**src/rtl/vga_palette_update_scheduler.sv**
```systemverilog
// Palette RAM port arbiter: pixel lookups during active video, buffered host
// palette writes committed only once blanking has been stable for GUARD cycles.
module vga_palette_update_scheduler #(
    parameter int FIFO_DEPTH = 4,
    parameter int GUARD      = 2
) (
    input  logic                         clock,
    input  logic                         reset_n,
    input  logic                         blank,
    input  logic [7:0]                   pixel_index,
    input  logic                         true_color,
    input  logic                         wr_valid,
    output logic                         wr_ready,
    input  logic [7:0]                   wr_addr,
    input  logic [23:0]                  wr_data,
    output logic [7:0]                   ram_address,
    output logic                         ram_we,
    output logic [23:0]                  ram_wdata,
    input  logic [23:0]                  ram_q,
    output logic [23:0]                  q,
    output logic [$clog2(FIFO_DEPTH):0]  pending
);
    localparam int AW = $clog2(FIFO_DEPTH);
    localparam int CW = $clog2(GUARD + 1) + 1;

    typedef struct packed {
        logic [7:0]  addr;
        logic [23:0] data;
    } wr_entry_t;

    typedef enum logic [1:0] {S_VIDEO, S_GUARD, S_UPDATE} state_t;

    state_t        state, state_n;
    logic [CW-1:0] guard_cnt;

    wr_entry_t     fifo_mem [FIFO_DEPTH];
    wr_entry_t     head;
    logic [AW-1:0] wr_ptr, rd_ptr;
    logic          push, pop, fifo_empty;

    logic [7:0]    pix_d;
    logic          tc_d, blank_d;

    // ---------------- host write FIFO ----------------
    assign wr_ready   = (pending != (AW+1)'(FIFO_DEPTH));
    assign push       = wr_valid & wr_ready;
    assign fifo_empty = (pending == '0);
    assign head       = fifo_mem[rd_ptr];

    // Gating with live blank keeps the falling-edge cycle write-free.
    assign ram_we      = (state == S_UPDATE) & blank & ~fifo_empty;
    assign pop         = ram_we;
    assign ram_address = ram_we ? head.addr : pixel_index;
    assign ram_wdata   = ram_we ? head.data : '0;

    always_ff @(posedge clock) begin
        if (push)
            fifo_mem[wr_ptr] <= '{addr: wr_addr, data: wr_data};
    end

    always_ff @(posedge clock or negedge reset_n) begin
        if (!reset_n) begin
            wr_ptr  <= '0;
            rd_ptr  <= '0;
            pending <= '0;
        end else begin
            if (push) wr_ptr <= wr_ptr + 1'b1;
            if (pop)  rd_ptr <= rd_ptr + 1'b1;
            case ({push, pop})
                2'b10:   pending <= pending + 1'b1;
                2'b01:   pending <= pending - 1'b1;
                default: pending <= pending;
            endcase
        end
    end

    // ---------------- blanking state machine ----------------
    always_ff @(posedge clock or negedge reset_n) begin
        if (!reset_n) begin
            state     <= S_VIDEO;
            guard_cnt <= '0;
        end else begin
            state <= state_n;
            if (state == S_VIDEO)
                guard_cnt <= CW'(GUARD - 1);
            else if (state == S_GUARD && guard_cnt != '0)
                guard_cnt <= guard_cnt - 1'b1;
        end
    end

    always_comb begin
        state_n = state;
        case (state)
            S_VIDEO:
                if (blank) state_n = (GUARD > 1) ? S_GUARD : S_UPDATE;
            S_GUARD:
                // Leave on the cycle the count reaches zero so the first
                // commit lands on blank cycle GUARD+1.
                if (!blank)                      state_n = S_VIDEO;
                else if (guard_cnt <= CW'(1))    state_n = S_UPDATE;
            S_UPDATE:
                if (!blank) state_n = S_VIDEO;
            default:
                state_n = S_VIDEO;
        endcase
    end

    // ---------------- colour pipeline ----------------
    always_ff @(posedge clock or negedge reset_n) begin
        if (!reset_n) begin
            pix_d   <= '0;
            tc_d    <= 1'b0;
            blank_d <= 1'b0;
            q       <= '0;
        end else begin
            pix_d   <= pixel_index;
            tc_d    <= true_color;
            blank_d <= blank;
            if (blank_d)
                q <= '0;
            else if (tc_d)
                q <= {pix_d[1:0], 6'b0, pix_d[4:2], 5'b0, pix_d[7:5], 5'b0};
            else
                q <= ram_q;
        end
    end

endmodule

```
**config.mk**
```make
export PLATFORM = sky130hd
export DESIGN_NAME = vga_palette_update_scheduler
export DESIGN_NICKNAME = d
export VERILOG_FILES = /design/src/rtl/vga_palette_update_scheduler.sv
export SDC_FILE = /design/constraint.sdc
export NUM_CORES = 1
export LEC_CHECK = 0
export CAP_MARGIN = 20
export CORE_MARGIN = 1.5
export CORE_UTILIZATION = 47
export DETAILED_ROUTE_END_ITERATION = 10
export PLACE_DENSITY = 0.76
export SYNTH_ARGS = -nofsm -noshare
export SYNTH_HDL_FRONTEND = slang
export SYNTH_SLANG_ARGS = --single-unit
```
**constraint.sdc**
```tcl
create_clock -name clock -period 2.08 [get_ports clock]
set_input_delay 0.208 -clock clock [delete_from_list [all_inputs] [get_ports clock]]
set_output_delay 0.208 -clock clock [all_outputs]
set_load 0.005 [all_outputs]
```
==> results of run 1 <==
-- registers in the layout (all words and copies together), names as in the netlist --
signal and count:
wr_ptr 2, q 24, tc_d 1, blank_d 1, pending 3, state 2
rd_ptr 2, fifo_mem 128, pix_d 8, guard_cnt 3
-- worst register-to-register path, stage by stage (launching register included) --
cell and delay [ns]:
dfrtp_1 0.39, buf_4 0.16, inv_4 0.06, nand3_2 0.07, and2_4 0.17, inv_1 0.05, ha_2 0.17, inv_1 0.06
fa_2 0.33, xor2_1 0.15, nor2_1 0.14, xor2_1 0.18
-- worst paths after layout --
| check | end | slack, ns | cells after the start |
|---|---|---|---|
| min in group asynchronous | q[19] | 0.36 | 2 |
| worst min register to register | q[7] | 0.50 | 2 |
| worst max-delay path | ram_address[0] | -0.13 | 5 |
| worst max register to register | pending[2] | 0.05 | 11 |
| worst min-delay path | tc_d | 0.23 | 1 |
| max in group asynchronous | pending[2] | 1.11 | 3 |
-- per-stage QoR --
step           setup slack [ns]  instance area (um^2)  hold WS (ns)
2_1_floorplan            0.0218                  6730       -0.0876
3_3_place_gp            -0.0255                  8310         0.270
3_5_place_dp            -0.0425                  8310         0.274
4_1_cts                  -0.190                  9270         0.224
5_1_grt                  -0.202                  9430         0.213
6_report                 -0.129                  9430         0.234
-- cell usage in the layout, fill, tap and decap left out, types with 3 or more instances in the layout --
cell             synthesis  routed
ha_1                     8       7
mux2_4                   4       8
buf_4                    3      22
and2_1                  41      18
mux2i_1                  8       8
edfxtp_1               128     128
clkdlybuf4s50_1          0      95
nor2_1                  10      10
dfrtp_1                 46      43
mux4_2                  25      32
dfrtp_2                  0       3
inv_6                    0       6
nand2_1                  5       5
and3_2                   0       4
inv_1                    9       7
buf_2                    4       4
xnor2_1                  4       4
clkbuf_16                0      18
and2_4                   0      23
clkinvlp_4               0       3
buf_12                   1      11
buf_6                    2      43
-- timing repair --
item / 4_1_cts / 5_1_grt
gates cloned: 2 / 1
pin swaps: 22 / 8
endpoints found under the setup margin: 33 / 162
hold endpoints to repair: 27 / 0
resized for setup: 193 / 33
setup buffers: 24 / 8
hold buffers: 1 / 0
-- report_power, final --
| group | switching, W | total, W | internal, W |
|---|---|---|---|
| sequential | 0.000222 | 0.00467 | 0.00445 |
| clock | 0.00133 | 0.00312 | 0.00178 |
| combinational | 0.00154 | 0.00370 | 0.00216 |
-- cell families (layout without fill, tap and decap cells) --
group | count (synthesis) | after routing | share of synthesized area (%)
buf+inv | 25 | 221 | 2.10
simple gates | 69 | 69 | 5.96
flops | 174 | 174 | 74.4
xor+xnor | 6 | 6 | 0.782
compound gates | 9 | 9 | 0.950
fa+ha+maj | 9 | 9 | 1.79
mux | 49 | 49 | 14.0
-- layout make-up --
type / count / area (um^2)
clock buffers: 17 / 425
flip-flops and latches: 174 / 5000
clock inverters: 15 / 159
fillers: 926 / 4500
inverters: 9 / 38.8
multi-input cells: 142 / 1650
well taps: 180 / 225
repair buffers: 180 / 1930
-- metal layers --
| layer | share of wire (%) | vias to the layer above | global-route usage, % |
|---|---|---|---|
| li1 | - | 1662 | - |
| met1 | 41 | 1839 | 23.7 |
| met2 | 51 | 125 | 33.6 |
| met3 | 6.0 | 23 | 5.62 |
| met4 | 1.5 | 2 | 6.76 |
| met5 | 0.071 | - | 0 |
==> flow_metrics.env, run 1 <==
export IMPL_status="finished with violations"
export IMPL_violations="setup timing"
export IMPL_critPathBufInv=3
export IMPL_ios=130
export IMPL_finalCriticalPeriod_ns=2.21
export IMPL_final_setup_viol_count=30
export IMPL_max_cap_violations=0
export IMPL_cpMaxStageDelayCell="mux4_2"
export IMPL_critPathMaxFanout=4
export IMPL_crit_start="rd_ptr[0]"
export IMPL_num_rows=43
export IMPL_fin_util_pct=67.7
export IMPL_crit_path_end_kind="output port"
export IMPL_synthTopCellsByArea="edfxtp_1 57%, dfrtp_1 17%, mux4_2 8.4%"
export IMPL_hp_class="input port to flop"
export IMPL_cts_root_buf="clkbuf_16"
export IMPL_cts_tree="built"
export IMPL_cp_top_family="multiplexers"
export IMPL_async_flop_share_pct=26.4
export IMPL_die_w_um=123
export IMPL_synth_edff_count=128
export IMPL_timing_fmax_mhz=453
export IMPL_fin_crit_sh_pct=106
export IMPL_insertion_delay_ns=0.42
export IMPL_worst_slew_pin_slew_ns=0.908
export IMPL_cts_max_level=4
export IMPL_r2r_start="pending[1]"
export IMPL_worst_endpoint_arrival_ns=2.00
export IMPL_syn_area_um2=6720
export IMPL_wl_mm=14.0
export IMPL_hold_violations=0
export IMPL_die_y_um=123
export IMPL_io_buffers=129
export IMPL_fin_tns_setup_ns=-2.22
export IMPL_yosys_warnings=0
export IMPL_track_usage_pct=19.5
export IMPL_critPathMaxStageDelay_ns=0.51
export IMPL_wl_per_cell_um=19.5
export IMPL_synth_cell_types=35
export IMPL_first_pass_iters=5
export IMPL_grt_remaining_overflow=0
export IMPL_numCtsBuffers=17
export IMPL_area_growth_syn_to_layout_pct=40.4
export IMPL_rsz0062_at_grt="true"
export IMPL_p_per_area_nw_per_um2=1220
export IMPL_yosysTopAreaCell="edfxtp_1"
export IMPL_min_delay_start="true_color"
export IMPL_vias_per_cell=5.09
export IMPL_ys_flop_type="edfxtp_1"
export IMPL_cp_cell_sequence="buf_6 > buf_6 > mux4_2 > mux2_4 > buf_6"
export IMPL_num_nets_final=602
export IMPL_worstPathRequired_ns=1.87
export IMPL_grt_max_degree=33
export IMPL_cts_sinks=174
export IMPL_antenna_found_initial=2
export IMPL_slew_viol_final=0
export IMPL_cp_common_cell="buf_6"
export IMPL_grt_pass1_wl_mm=21.3
export IMPL_crit_type="flop to output port"
export IMPL_total_power_w=0.0115
export IMPL_initial_utilization_pct=48.2
export IMPL_fin_ws_ns=-0.129
export IMPL_antennaDiodeCount=0
export IMPL_vdd_drop_max_uv=647
export IMPL_die_area_um2=15000
export IMPL_synth_most_common_cell="edfxtp_1"
export IMPL_first_global_vias=3995
export IMPL_synth_nets=419
export IMPL_cts_buffer_depth=2
export IMPL_coreArea_um2=13900
export IMPL_instances_no_fill=717
export IMPL_drcViolationCount=0
export IMPL_cellLeakagePower_nw=3.62
export IMPL_yosys_area_top_type_share_pct=57.2
export IMPL_startpoint_type="flop"
export IMPL_syn_inst=341
export IMPL_dpl_cell_count=652
export IMPL_vias=3651
export IMPL_postRouteAntennaNets=0
export IMPL_skew_ns=0.00525
export IMPL_routabilityCongestion=0.730
export IMPL_synth_seq_cells=174
export IMPL_ys_seq_area_share_pct=74.4
export IMPL_drt_initial_drc_count=172
export IMPL_drive_above_1_share_pct=35.8
export IMPL_clk_pin_slew_worst_paths_ns=0.07
export IMPL_synth_common_cells="128 x edfxtp_1, 46 x dfrtp_1, 41 x and2_1"
export IMPL_synth_area_per_cell_um2=19.7
export IMPL_maxSlewHeadroom_pct=39.5
export IMPL_dp_hpwl_mm=8.37
No activity file was read; power rests on OpenSTA's default activity.
==> run 2: changes to the inputs <==
--- a/config.mk
+++ b/config.mk
@@ -10,6 +10,7 @@
 export CORE_UTILIZATION = 47
 export DETAILED_ROUTE_END_ITERATION = 10
 export PLACE_DENSITY = 0.76
+export REMOVE_ABC_BUFFERS = 1
 export SYNTH_ARGS = -nofsm -noshare
 export SYNTH_HDL_FRONTEND = slang
 export SYNTH_SLANG_ARGS = --single-unit
==> run 2 against run 1 <==
  * The flow still finishes with violations (setup timing)
  * Worst setup slack worse by 0.074 ns
  * Core utilization decreased by 0.16 points
  * Sequential power is essentially flat
  * Wire length shrank 1.6%
  * Fmax fell by 3.2%
  * Via count rose by 0.60%
  * Largest power group unchanged
  * Sequential cell count unchanged
  * Highest routed layer is now met4
  * Die area stayed put
==> flow_metrics.env, run 2 (same netlist as run 1, synthesis figures left out) <==
export IMPL_io_buffers=129
export IMPL_power_switching_w=0.00305
export IMPL_largest_register_ff_count=128
export IMPL_initial_utilization_pct=48.2
export IMPL_timing_fmax_mhz=438
export IMPL_r2r_start="pending[0]"
export IMPL_cts_sinks=174
export IMPL_worstPathRequired_ns=1.87
export IMPL_num_nets_final=599
export IMPL_vias=3673
export IMPL_p_int_w=0.00854
export IMPL_cts_tree="built"
export IMPL_fin_hold_ws_ns=0.218
export IMPL_crit_type="flop to output port"
export IMPL_die_area_um2=15000
export IMPL_ios=130
export IMPL_die_w_um=123
export IMPL_vias_per_cell=5.14
export IMPL_numCtsBuffers=17
export IMPL_track_usage_pct=19.6
export IMPL_slew_viol_final=0
export IMPL_dp_slack_ns=-0.0391
export IMPL_grt_pass1_wl_mm=21.0
export IMPL_insertion_delay_ns=0.43
export IMPL_switching_share_pct=26.3
export IMPL_clk_pin_slew_worst_paths_ns=0.06
export IMPL_drt_initial_drc_count=222
export IMPL_first_global_vias=3933
export IMPL_fin_crit_sh_pct=110
export IMPL_power_frac_seq_pct=40.6
export IMPL_antenna_found_initial=0
export IMPL_cts_root_buf="clkbuf_16"
export IMPL_rrSetupSlack_ns=0.14
export IMPL_hp_class="input port to flop"
export IMPL_largestRegisters="fifo_mem: 128 flops, q: 24 flops, pix_d: 8 flops"
export IMPL_endpoint="ram_address[4]"
export IMPL_drcViolationCount=0
export IMPL_cts_buffer_depth=2
export IMPL_whs_path_depth=1
export IMPL_top_register="fifo_mem"
export IMPL_worst_slew_pin_slew_ns=0.899
export IMPL_startpoint_type="flop"
export IMPL_coreArea_um2=13900
export IMPL_final_setup_viol_count=32
export IMPL_num_rows=43
export IMPL_crit_path_end_kind="output port"
export IMPL_final_common_cell="edfxtp_1"
export IMPL_wl_mm=13.8
export IMPL_finalCriticalPeriod_ns=2.28
export IMPL_rsz0062_at_grt="true"
export IMPL_grt_remaining_overflow=0
export IMPL_dp_hpwl_mm=8.36
export IMPL_skew_ns=0.00408
export IMPL_fin_ws_ns=-0.203
export IMPL_hold_violations=0
export IMPL_wl_per_cell_um=19.3
export IMPL_violations="setup timing"
export IMPL_grt_max_degree=33
export IMPL_status="finished with violations"
export IMPL_pwr_share_clk_pct=27.4
export IMPL_antennaDiodeCount=0
export IMPL_maxSlewHeadroom_pct=40.1
export IMPL_first_pass_iters=4
export IMPL_cts_max_level=4
export IMPL_crit_start="rd_ptr[0]"
export IMPL_rr_endpoint="pending[2]"
export IMPL_postRouteAntennaNets=0
export IMPL_worst_endpoint_arrival_ns=2.07
export IMPL_final_cell_mix="128 x edfxtp_1, 95 x clkdlybuf4s50_1, 46 x buf_6, 44 x dfrtp_1, 32 x mux4_2"
export IMPL_fin_tns_setup_ns=-3.70
export IMPL_comb_power_share_pct=32.0
export IMPL_vdd_drop_max_uv=904
export IMPL_p_per_area_nw_per_um2=1230
export IMPL_drive_above_1_share_pct=34.3
export IMPL_critPathMaxFanout=5
export IMPL_area_growth_syn_to_layout_pct=40.1
export IMPL_reg2regPathDepth=10
export IMPL_routabilityCongestion=0.720
export IMPL_max_cap_violations=0
export IMPL_fin_util_pct=67.5
export IMPL_die_y_um=123
export IMPL_cellLeakagePower_nw=3.60
## run 2: cell count changes in the layout (fill, tap and decap cells not counted), sizes merged
cell,previous run,this run
inv,15,10
clkinv,3,6
dlymetal6s2s,1,0
bufinv,2,3
dlygate4sd2,0,1
buf,82,80
## run 2: final cells by class
cell class	count	area, um^2
fillers	923	4530
inverters	9	33.8
repair buffers	177	1910
multi-input cells	142	1640
flip-flops and latches	174	5000
well taps	180	225
clock buffers	18	429
clock inverters	14	169
## run 2: repair_timing
action                                 in CTS  in global routing
pin swaps                                  24                  1
hold buffers                                1                  0
gates resized for setup                   209                 14
setup buffers                              25                  4
cloned                                      1                  0
endpoints found under the hold margin      28                  0
setup endpoints to repair                  33                 33
## run 2: worst max-delay path: stages (launching register included)
cell and delay, ns:
dfrtp_2 0.48, buf_12 0.16, buf_6 0.10, mux4_2 0.52
mux2_4 0.28, buf_6 0.11
## run 2: worst min path at each step
| stage | from | endpoint | slack, ns |
|---|---|---|---|
| floorplan | reset_n | blank_d | -0.09 |
| detailed placement | reset_n | q[19] | 0.28 |
| global route | true_color | tc_d | 0.20 |
| finish | true_color | tc_d | 0.22 |
| global placement | reset_n | q[19] | 0.28 |
| CTS | true_color | tc_d | 0.20 |
## run 2: layer usage
metal / GRT usage [%] / share of wire, % / up-vias
met5: 0 / 0 / -
met2: 32.9 / 51 / 147
met4: 7.49 / 1.5 / 0
met3: 5.76 / 6.7 / 15
met1: 24.0 / 41 / 1846
li1: - / - / 1665
## run 2: stage by stage
step	cell area, um^2	cells	power (W)
after floorplan	6610	325	0.00626
after global placement	8370	654	0.00753
after detailed placement	8370	654	0.00763
after CTS	9350	711	0.0116
after global routing	9410	714	0.0121
final	9410	714	0.0116
## run 2: power by group through the flow
stage          Sequential [W]  Clock, W  Combinational [W]
2_1_floorplan         0.00488         0            0.00138
3_3_place_gp          0.00470         0            0.00284
3_5_place_dp          0.00475         0            0.00288
4_1_cts               0.00470   0.00322            0.00368
5_1_grt               0.00476   0.00337            0.00398
6_report              0.00470   0.00318            0.00371
==> run 3: changes to the inputs <==
--- a/config.mk
+++ b/config.mk
@@ -9,6 +9,7 @@
 export CORE_MARGIN = 1.5
 export CORE_UTILIZATION = 47
 export DETAILED_ROUTE_END_ITERATION = 10
+export GPL_ROUTABILITY_DRIVEN = 0
 export PLACE_DENSITY = 0.76
 export REMOVE_ABC_BUFFERS = 1
 export SYNTH_ARGS = -nofsm -noshare
==> results of run 3 <==
Final layout, timing and power as in run 2 (identical DEF).
